File: src/rtl/dcache_port_arbiter.sv
// dcache_port_arbiter: arbitrates load/store queue heads onto a single-outstanding d-cache port.
module dcache_port_arbiter #(
  parameter int LQ_IDX_W     = 3,
  parameter int SQ_IDX_W     = 3,
  parameter int STARVE_LIMIT = 4
) (
  input  logic                clk,
  input  logic                rst,
  input  logic                branch_miss,
  input  logic                ld_req_valid,
  input  logic [31:0]         ld_req_addr,
  input  logic [LQ_IDX_W-1:0] ld_req_idx,
  output logic                ld_req_ready,
  input  logic                st_req_valid,
  input  logic [31:0]         st_req_addr,
  input  logic [31:0]         st_req_data,
  input  logic [SQ_IDX_W-1:0] st_req_idx,
  input  logic                sq_full,
  output logic                st_req_ready,
  output logic                dc_valid,
  output logic                dc_mem_action,
  output logic [31:0]         dc_addr,
  output logic [31:0]         dc_wdata,
  input  logic                dc_ready,
  input  logic                dc_miss,
  input  logic                dc_done,
  output logic                ld_done,
  output logic [LQ_IDX_W-1:0] ld_done_idx,
  output logic                st_done,
  output logic [SQ_IDX_W-1:0] st_done_idx,
  output logic                busy
);
  localparam int CW = $clog2(STARVE_LIMIT + 1);
  typedef enum logic [1:0] {IDLE, ISSUE, WAIT} state_t;
  state_t state_q, state_d;
  logic is_ld_q, is_ld_d, squash_q, squash_d, ld_done_q, ld_done_d, st_done_q, st_done_d;
  logic [31:0] addr_q, addr_d, wdata_q, wdata_d;
  logic [LQ_IDX_W-1:0] lidx_q, lidx_d;
  logic [SQ_IDX_W-1:0] sidx_q, sidx_d;
  logic [CW-1:0] starve_q, starve_d;
  logic st_pri, gnt_ld, gnt_st, bm_ld, unused;
  always_comb begin
    unused = dc_miss;
    st_pri = st_req_valid && (sq_full || starve_q == CW'(STARVE_LIMIT));
    gnt_ld = state_q == IDLE && !rst && !st_pri && ld_req_valid && !branch_miss;
    gnt_st = state_q == IDLE && !rst && st_req_valid && !gnt_ld;
    bm_ld = branch_miss && is_ld_q;
    state_d = state_q;
    is_ld_d = is_ld_q;
    addr_d = addr_q;
    wdata_d = wdata_q;
    lidx_d = lidx_q;
    sidx_d = sidx_q;
    starve_d = starve_q;
    squash_d = squash_q;
    ld_done_d = 1'b0;
    st_done_d = 1'b0;
    if (gnt_ld || gnt_st) begin
      state_d = ISSUE;
      is_ld_d = gnt_ld;
      addr_d = gnt_ld ? ld_req_addr : st_req_addr;
      wdata_d = gnt_st ? st_req_data : wdata_q;
      lidx_d = gnt_ld ? ld_req_idx : lidx_q;
      sidx_d = gnt_st ? st_req_idx : sidx_q;
      squash_d = 1'b0;
      starve_d = gnt_st ? '0 : (st_req_valid && starve_q != CW'(STARVE_LIMIT)) ? starve_q + CW'(1) : starve_q;
    end
    if (state_q == ISSUE) begin
      state_d = dc_ready ? WAIT : bm_ld ? IDLE : ISSUE;
      squash_d = dc_ready && bm_ld;
    end
    // a flush landing on the completion cycle still squashes the load
    if (state_q == WAIT) begin
      squash_d = squash_q || bm_ld;
      if (dc_done) begin
        state_d = IDLE;
        squash_d = 1'b0;
        ld_done_d = is_ld_q && !squash_q && !bm_ld;
        st_done_d = !is_ld_q;
      end
    end
  end
  always_ff @(posedge clk) begin
    if (rst) begin
      state_q <= IDLE;
      is_ld_q <= 1'b0;
      addr_q <= '0;
      wdata_q <= '0;
      lidx_q <= '0;
      sidx_q <= '0;
      starve_q <= '0;
      squash_q <= 1'b0;
      ld_done_q <= 1'b0;
      st_done_q <= 1'b0;
    end else begin
      state_q <= state_d;
      is_ld_q <= is_ld_d;
      addr_q <= addr_d;
      wdata_q <= wdata_d;
      lidx_q <= lidx_d;
      sidx_q <= sidx_d;
      starve_q <= starve_d;
      squash_q <= squash_d;
      ld_done_q <= ld_done_d;
      st_done_q <= st_done_d;
    end
  end
  assign ld_req_ready = gnt_ld;
  assign st_req_ready = gnt_st;
  assign dc_valid = state_q == ISSUE;
  assign dc_mem_action = is_ld_q;
  assign dc_addr = addr_q;
  assign dc_wdata = wdata_q;
  assign ld_done = ld_done_q;
  assign ld_done_idx = lidx_q;
  assign st_done = st_done_q;
  assign st_done_idx = sidx_q;
  assign busy = state_q != IDLE;
endmodule
File: config.mk
export PLATFORM = sky130hd
export DESIGN_NAME = dcache_port_arbiter
export DESIGN_NICKNAME = d
export VERILOG_FILES = /design/src/rtl/dcache_port_arbiter.sv
export SDC_FILE = /design/constraint.sdc
export NUM_CORES = 1
export LEC_CHECK = 0
export ABC_AREA = 1
export CORE_MARGIN = 3
export CORE_UTILIZATION = 41
export CTS_CLUSTER_SIZE = 25
export DETAILED_ROUTE_END_ITERATION = 7
export GPL_ROUTABILITY_DRIVEN = 0
export PLACE_DENSITY_LB_ADDON = 0.3
export RECOVER_POWER = 25
export SYNTH_ARGS = -nofsm -noshare
export SYNTH_HDL_FRONTEND = slang
export SYNTH_SLANG_ARGS = --single-unit
File: constraint.sdc
create_clock -name clk -period 2 [get_ports clk]
set_clock_uncertainty 0.05 [all_clocks]
set_input_delay 0.6 -clock clk [delete_from_list [all_inputs] [get_ports clk]]
set_output_delay 0.6 -clock clk [all_outputs]
set_load 0.01 [all_outputs]
* Yosys cells after proc, flatten, opt, wreduce, memory -nomap -nowiden
Index checks and enable logic that the tools add are counted.
** Word-level totals
- Memory bits (writable) :: 0
- Memories kept :: 0
- Register bits :: 79
- Bits in latches :: 0
- Logic and storage cells :: 60
- Output and inout port bits :: 77
- Memory bits (read-only) :: 0
- Input port bits :: 111
** Operators by class
- $add $sub $neg :: 1
- Order comparisons :: 0
- Divide/modulo/power cells :: 0
- Mux-type cells :: 13
- Multiply operators :: 0
- Equality and inequality tests :: 4
- Bitwise operators :: 2
- Reduce and logical (&&, ||, !) cells :: 30
- Shifts and indexed selects :: 0
** Operator list (number)
- $mux 32 :: 1
- $logic_and 1x1->1 :: 12
- $mux 2 :: 5
- $logic_not 1->1 :: 7
- $mux 3 :: 2
- $reduce_and 2->1 :: 3
- $mux 1 :: 5
- $reduce_bool 2->1 :: 2
- $add 3x1->3 const B :: 1
- $eq 3x3->1 const B :: 1
- $logic_or 1x1->1 :: 3
- $ne 3x3->1 const B :: 1
- $reduce_bool 3->1 :: 1
- $reduce_or 3->1 :: 1
- $eq 2x1->1 const B :: 1
- $eq 2x2->1 const B :: 1
- $logic_not 2->1 :: 1
- $not 1->1 :: 2

* Logic depth before layout (Yosys ltp)
Gate-level depths: netlist of run 1.
- Word-level depth :: 14
- Gate-level depth with buffers :: 11
- Mapped depth without buffers :: 9

* Worst setup path after synthesis of run 1
OpenSTA, ideal clock, no wires.
- Path type :: input to output
- Start point :: in rst
- End point :: out st_req_ready
- Data required time :: 1.350 ns
- Slack :: 0.064 ns
- Buffers on the path :: 1
- Stages :: 7
- Data arrival time :: 1.286 ns
- Cell sequence :: inv_1 > nand2_1 > nor2_2 > nand2_1 > buf_6 > nand2_1 > inv_1
** On the way
- Word-level cells in the longest chain between the ends :: 7
- Elaborated cells on any way between the ends :: 8
- Classes of those cells :: reduce/logical: 8
** Ends and longest elaborated chain
- start: declaration :: RTL line 8 : input logic rst,
- $logic_not 1->1 (*) :: RTL line 45, 46
- $logic_and 1x1->1 (*) :: RTL line 45, 46
- $logic_and 1x1->1 (3 in a row) :: RTL line 45 : gnt_ld = state_q == IDLE && !rst && !st_pri && ld_req_valid && !branch_miss;
- $logic_not 1->1 :: RTL line 46 : gnt_st = state_q == IDLE && !rst && st_req_valid && !gnt_ld;
- $logic_and 1x1->1 (*) :: RTL line 46
- end: declaration :: RTL line 19 : output logic st_req_ready,
Every way passes the cells marked *; elsewhere a longest branch is shown, timed or not.

* Worst setup path in the final report of run 1
- Start point :: reg starve_q[1]
- End point :: out st_req_ready
** On the way
- Word-level cells in the longest chain between the ends :: 9
** Ends and longest elaborated chain
- start: declaration :: RTL line 40 : logic [CW-1:0] starve_q, starve_d;
- start signal: assignment :: RTL line 102 : starve_q <= starve_d;
- $eq 3x3->1 :: RTL line 44 : st_pri = st_req_valid && (sq_full || starve_q == CW'(STARVE_LIMIT));
- $logic_or 1x1->1 :: RTL line 44
- $logic_and 1x1->1 :: RTL line 44
- $logic_not 1->1 :: RTL line 45
- $logic_and 1x1->1 (3 in a row) :: RTL line 45
- $logic_not 1->1 :: RTL line 46
- $logic_and 1x1->1 :: RTL line 46
No other way between the ends.

==> results of run 1 <==
## logic make-up (layout without fill, tap and decap cells)
family,after synthesis,after routing,share of synthesized area
flops,79,79,0.4116
buf+inv,92,281,0.1097
compound gates,112,112,0.1459
fa+ha+maj,2,2,0.006511
simple gates,279,279,0.3263
## final timing paths
path	slack, ns	start	cells after the start	end
setup / recovery	-0.08	starve_q[1]	9	st_req_ready
hold / removal	0.43	dc_mem_action	1	st_done
setup reg to reg	0.07	starve_q[1]	10	dc_addr[4]
hold reg to reg	0.43	dc_mem_action	1	st_done
## power by group through the flow
stage / clock network, uW / logic [uW] / registers [uW]
2_1_floorplan: 0 / 462 / 1880
3_3_place_gp: 0 / 1130 / 1810
3_5_place_dp: 0 / 1150 / 1820
4_1_cts: 1320 / 1150 / 1790
5_1_grt: 1390 / 1270 / 1810
6_report: 1290 / 1160 / 1790
## Yosys cell counts (all sizes together) (2+ instances only)
library cell	number	share of area
a21oi	73	0.095
buf	35	0.054
clkbuf	9	0.0088
dfxtp	79	0.41
ha	2	0.0065
inv	48	0.047
nand2	86	0.084
nand3	36	0.048
nand3b	35	0.068
nand4	3	0.0065
nor2	118	0.12
o21ai	39	0.051
## final cells by class
type,instances,area (um^2),area share
Sequential cell,79,1588,0.2589
Multi-Input combinational cell,393,1901,0.3099
Clock buffer,11,141.4,0.02305
Tap cell,108,135.1,0.02203
Timing Repair Buffer,218,2116,0.3450
Clock inverter,4,70.07,0.01142
Inverter,48,182.7,0.02978
## repair_timing
action / in CTS / in global routing
setup endpoints to repair: 75 / 34
buffers inserted: 3 / 4
gates cloned: 0 / 0
pin swaps: 3 / 5
hold endpoints to repair: 0 / 0
resized for setup: 32 / 13
## layer usage
metal,track usage,wire [um]
met1,0.2442,4660
met2,0.3803,5906
met3,0.06834,903
met4,0.06873,188
met5,0,0
## metrics by stage
step,worst slack (ns),std cells
global placement,-0.7408,839
CTS,-0.07551,857
floorplan,0.06437,564
detailed placement,-0.7453,839
finish,-0.08430,861
global route,-0.1518,861
## critical path, cell delays in order, from the launching register on
cell and delay (ns):
dfxtp_2 0.35, inv_2 0.05, ha_4 0.16, nand2_4 0.07
nand2_4 0.06, nand2_4 0.08, nand2_4 0.08, nand2_4 0.08
inv_2 0.03, buf_6 0.11
## sequential cells by signal, indices dropped and copies added, names as in the netlist
signal and cells:
dc_addr 32, dc_mem_action 1, dc_wdata 32, ld_done 1, ld_done_idx 3, squash_q 1
st_done 1, st_done_idx 3, starve_q 3, state_q 2
==> results summary, run 1 <==
The flow ran to the end, but the final reports show violations. For this design the ratio of total power to cell area is 690.9 mW/mm^2. The most used flip-flop cell after synthesis is dfxtp_1.

Of all nets on the critical path, the largest fanout is 4. The max capacitance violation total is 0. The share of synthesized area occupied by flip-flops and latches came out at 0.4116.

The first-pass GRT wire length is 18,150 um. The post-layout worst setup margin came out at -0.08430 ns. The maximum number of pins on one net before global-route repair came out at 73. The number of buffers added on ports came out at 186. The via density per instance came out at 4.947. Setup violations remaining at the end of the flow were counted as 2. The count of warnings emitted by yosys is 0. The fraction of layout instances using a drive strength above 1 is 0.09695. The critical path data arrival time came out at 1.43 ns. From bottom edge to top edge, the die measures 102.8 um. The insertion delay to the later sink of the worst-skew pair is 0.34 ns. The highest achievable clock rate is 0.4798 GHz.

The post-synth net total came out at 677. The critical path data required time came out at 1.35 ns. The via count of the first global-routing pass is 3,980. Leaving out fill and tap cells, the most frequent cell in the layout is clkdlybuf4s50_1. The total power consumption of the routed design is 4238 uW.

For this design, the CTS-stage hold fixing added 0 buffers. TritonCTS built the clock tree. Dividing the detail-routed wire length by the instance count gives 13.54 um.

The area growth from synthesis to layout is 59.62%. The horizontal die dimension is 102.8 um. The tree is rooted in a clkbuf_8. The switching power summed over all nets is 1158 uW. The cell count after synthesis came out at 564.

The number of rows created at floorplan is 34. The total wirelength of the detailed-routed design came out at 11,660 um. The number of DRC violations after detailed-routing iteration 0 came out at 133. The relative slew slack is 0.5573. The worst hold path class is reg2reg. STA classifies the critical path endpoint as an output port. The antenna diode count came out at 0.

The DRC violations left came out at 0. The synthesized cell area came out at 0.003842 mm^2. The switching share of total power came out at 0.2732. The number of top-level design ports is 188. The count of flip-flops with a built-in enable after synthesis is 0. The number of nets in the final layout came out at 862. The H-tree depth came out at 3.

The full die area came out at 0.01057 mm^2. The clock network fraction of design power came out at 0.304. The number of filler instances in the final layout came out at 752. The kind of critical path is reg2out.

The cell-internal power came out at 3080 uW. The floorplan step defined a core boundary enclosing 0.008891 mm^2. Clock-pin slew was measured on the worst setup and hold paths at 0.08 ns. The detailed router placed 4,259 vias in this run. STA classifies the critical path startpoint as a flop. The number of nets with antenna violations after detailed routing is 0. The final instance area is 0.006133 mm^2. The share of total power dissipated in combinational logic is 0.274. The worst slack on hold paths came out at 0.4272 ns. The total number of clock tree sinks is 79. The checks that failed: setup timing. The relative contribution of sequential cells to total power came out at 0.422.

The leakage power summed over all cells is 0.002587 uW. The number of antenna violations at the first check in global routing came out at 0. Setup repair after global routing could not meet its margin everywhere. The number of hold violations in the final report came out at 0. The post-synthesis average cell area came out at 6.813 um^2. The first TritonRoute pass finished after 5 iterations. The core occupancy in the finished layout came out at 0.6898.

The ratio of final minimum period to clock period is 1.042. The longest clock path from root to sink contains 2 buffers. The summed negative setup slack over all endpoints came out at -0.1074 ns. In the layout the commonest cells are clkdlybuf4s50_1, nor2_1, nand2_1. The total track usage came out at 0.2143.

The register bit count reported by yosys came out at 79. The clock period minus final worst setup slack is 2.084 ns. After global routing the overflow that remains totals 0. The number of CTS-inserted buffers is 9. In this run the cell area measured after placement is 0.005811 mm^2. The synthesized netlist contains 22 unique library cells.

For this configuration, the core starts out at a cell density of 0.4322. At the pin with the least slew margin, the transition time is 0.6641 ns. The count of pins over their slew limit came to 0.

The post-DP HPWL is 8230 um. The share of flip-flops with an asynchronous set or reset after synthesis came out at 0. The peak supply drop is 0.3770 mV.
Note: power is estimated with default switching activity, not from simulation.
==> run 2, diff against run 1 <==
--- a/config.mk
+++ b/config.mk
@@ -6,13 +6,15 @@
 export NUM_CORES = 1
 export LEC_CHECK = 0
 export ABC_AREA = 1
-export CORE_MARGIN = 3
+export CORE_MARGIN = 5
 export CORE_UTILIZATION = 41
 export CTS_CLUSTER_SIZE = 25
 export DETAILED_ROUTE_END_ITERATION = 7
 export GPL_ROUTABILITY_DRIVEN = 0
 export PLACE_DENSITY_LB_ADDON = 0.3
 export RECOVER_POWER = 25
+export REMOVE_ABC_BUFFERS = 1
+export SLEW_MARGIN = 20
 export SYNTH_ARGS = -nofsm -noshare
 export SYNTH_HDL_FRONTEND = slang
 export SYNTH_SLANG_ARGS = --single-unit
==> run 2 against run 1 <==
The run still ends with setup timing left. Critical path depth shrank 1. Routed wire length grew 1.4%. Design area grew 1.3%. Final cell count grew 2.0%. Sequential share of layout area shrank 0.36 points. Clock power shrank 14%. Non-clock buffer count grew 14. Combinational power is essentially flat.
==> results summary, run 2 (same netlist as run 1, synthesis figures left out) <==
The flow ran to the end, but the final reports show violations. The final reports fail on setup timing. The final number of setup-violating endpoints came out at 2. The total number of clock tree sinks came out at 79. The total track usage came out at 0.2048.

The die span in y came out at 106.8 um. The worst setup path is launched from an input pin. Clock latency on the worst-skew pair, taken at its later pin, is 0.33 ns. The clock-pin slew on the worst setup and hold paths is 0.08 ns.

The count of pins over their slew limit came out at 0. The relative slew slack is 0.5558. The power per unit of standard cell area is 656.9 mW/mm^2. The floorplan step defined a die boundary enclosing 0.01141 mm^2. The area growth from synthesis to layout is 61.74%. The initial utilization of the core area, before any placement, comes to 0.4178. The clock tree from TritonCTS is done. For this run, the slowest stage of the critical path takes 0.25 ns. The total wirelength of the detailed-routed design came out at 11,820 um. Dividing the detail-routed wire length by the instance count gives 13.46 um. The ratio of final minimum period to clock period is 1.026. The number of top-level design ports came out at 188.

The repair_antennas step left the layout with diodes totalling 0. The number of antenna violations at the first check in global routing came out at 0. In this run the remaining antenna-violating nets after routing total 0. For this run, the top clock speed supported by timing is 0.4872 GHz.

The signal on the critical path passes through dlygate4sd2_1, inv_1, nand2_4, nand2_4, nand2_4, nand2_4, inv_2, buf_6. Detailed routing inserted a total of 4,243 vias. The fraction of layout instances using a drive strength above 1 came out at 0.1082. The number of DRC violations after detailed-routing iteration 0 came out at 246. The critical path data required time is 1.35 ns.

The critical path is of the in2out type. The total met3 wirelength after detailed routing came out at 1109 um. The worst setup path is captured at an output port.

Setup repair after global routing could not meet its margin everywhere. Together, buffers and inverters on the worst path number 4. The first-pass GRT wire length came out at 19,220 um.

Among all stages on the critical path, the largest delay is contributed by dlygate4sd2_1. The most frequent standard cell in the layout excluding fill and tap cells is clkdlybuf4s50_1. The number of hold violations in the final report came out at 0. In this run, CTS created clock tree buffers numbering 9. The number of buffers on the longest clock path came out at 2. The total power consumption of the routed design came out at 4082 uW. For this run, design rule violations remaining after detail routing come to 0.

The total congestion overflow after global routing is 0. The via density per instance came out at 4.833. The region available for standard cell placement spans 0.009196 mm^2. In the layout the commonest cells are clkdlybuf4s50_1, nor2_1, nand2_1.

The number of placed instances, taps included, is 844. The pre-antenna-repair detailed-routing pass consisted of 4 iterations. Once layout is complete, the cells apart from fillers number 878. The uppermost signal routing layer after detailed routing is met4. For this design the static power due to leakage is 0.002652 uW. The worst slack on hold paths is 0.4334 ns. The number of buffers added on ports came out at 186. The H-tree depth came out at 3.

The largest delay contributor family on the critical path is buffers and inverters. In this run the worst path has a maximum fanout of 4. The floorplan step set the die width to 106.8 um. Across the run, the number of max-cap violations was 0. The via count of the first global-routing pass is 4,169. The peak supply drop is 0.3570 mV. The pin slew with the least headroom to its limit came out at 0.6662 ns. The clock period minus final worst setup slack is 2.053 ns. The post-layout worst setup margin is -0.05265 ns.

The met2 wirelength from detailed routing is 5583 um. The routed metal-1 wire length is 4994 um. The post-DP HPWL is 8216 um. The final layout contains 876 nets. The most numerous cell type found on the critical path is nand2_4. At the worst endpoint, the arrival time is 1.40 ns. The worst hold path class is reg2reg. The maximum number of pins on one net before global-route repair is 74. The number of hold buffers added after CTS was 0. The number of rows created at floorplan came out at 35. The buffer cell driving the clock tree root is clkbuf_8.
run 2: routing by layer:
layer | global-route usage | vias up
met3 | 0.07104 | 11
met4 | 0.06027 | 0
li1 | - | 2203
met1 | 0.2469 | 1870
met2 | 0.3444 | 159
met5 | 0 | -
run 2: tightest hold or removal path, cell delays in order (launching register included):
cell and delay, ns:
dfxtp_1 0.33, a21oi_1 0.04, nor2_1 0.08
run 2: path summary, 6_finish.rpt:
kind | from | to | slack [ns] | cells past startpoint
setup / recovery | sq_full | st_req_ready | -0.05 | 8
hold / removal | dc_wdata[5] | dc_wdata[5] | 0.43 | 2
setup reg to reg | starve_q[0] | ld_done_idx[2] | 0.11 | 15
hold reg to reg | dc_wdata[5] | dc_wdata[5] | 0.43 | 2
run 2: area by class of cell:
cell class / instances / area, um^2
fill: 771 / 2982
multi-input combinational: 393 / 1896
clock buffer: 11 / 131.4
inverter: 48 / 180.2
clock inverter: 4 / 47.55
tap: 111 / 138.9
timing repair buffer: 232 / 2235
sequential: 79 / 1587
run 2: per-stage QoR:
step / TNS, ns / area (um^2) / utilization / worst slack, ns
final: -0.05648 / 6215 / 0.6758 / -0.05265
after global routing: -0.1657 / 6215 / 0.6758 / -0.1024
after CTS: -0.05705 / 6145 / 0.6682 / -0.05705
after detailed placement: -28.19 / 5829 / 0.6339 / -0.6956
after global placement: -24.95 / 5829 / 0.6339 / -0.6542
after floorplan: -187.99 / 3601 / - / -3.544
run 2: what timing repair did:
item | 4_1_cts | 5_1_grt
pin swaps | 5 | 5
buffers inserted | 16 | 4
gates cloned | 0 | 0
endpoints found under the setup margin | 48 | 75
gates resized for setup | 29 | 17
endpoints found under the hold margin | 0 | 0
run 2: power breakdown:
group          total, uW  switching (uW)  internal, uW
logic               1180             526           658
registers           1790            72.8          1720
clock network       1110             543           568
total               4080            1140          2940
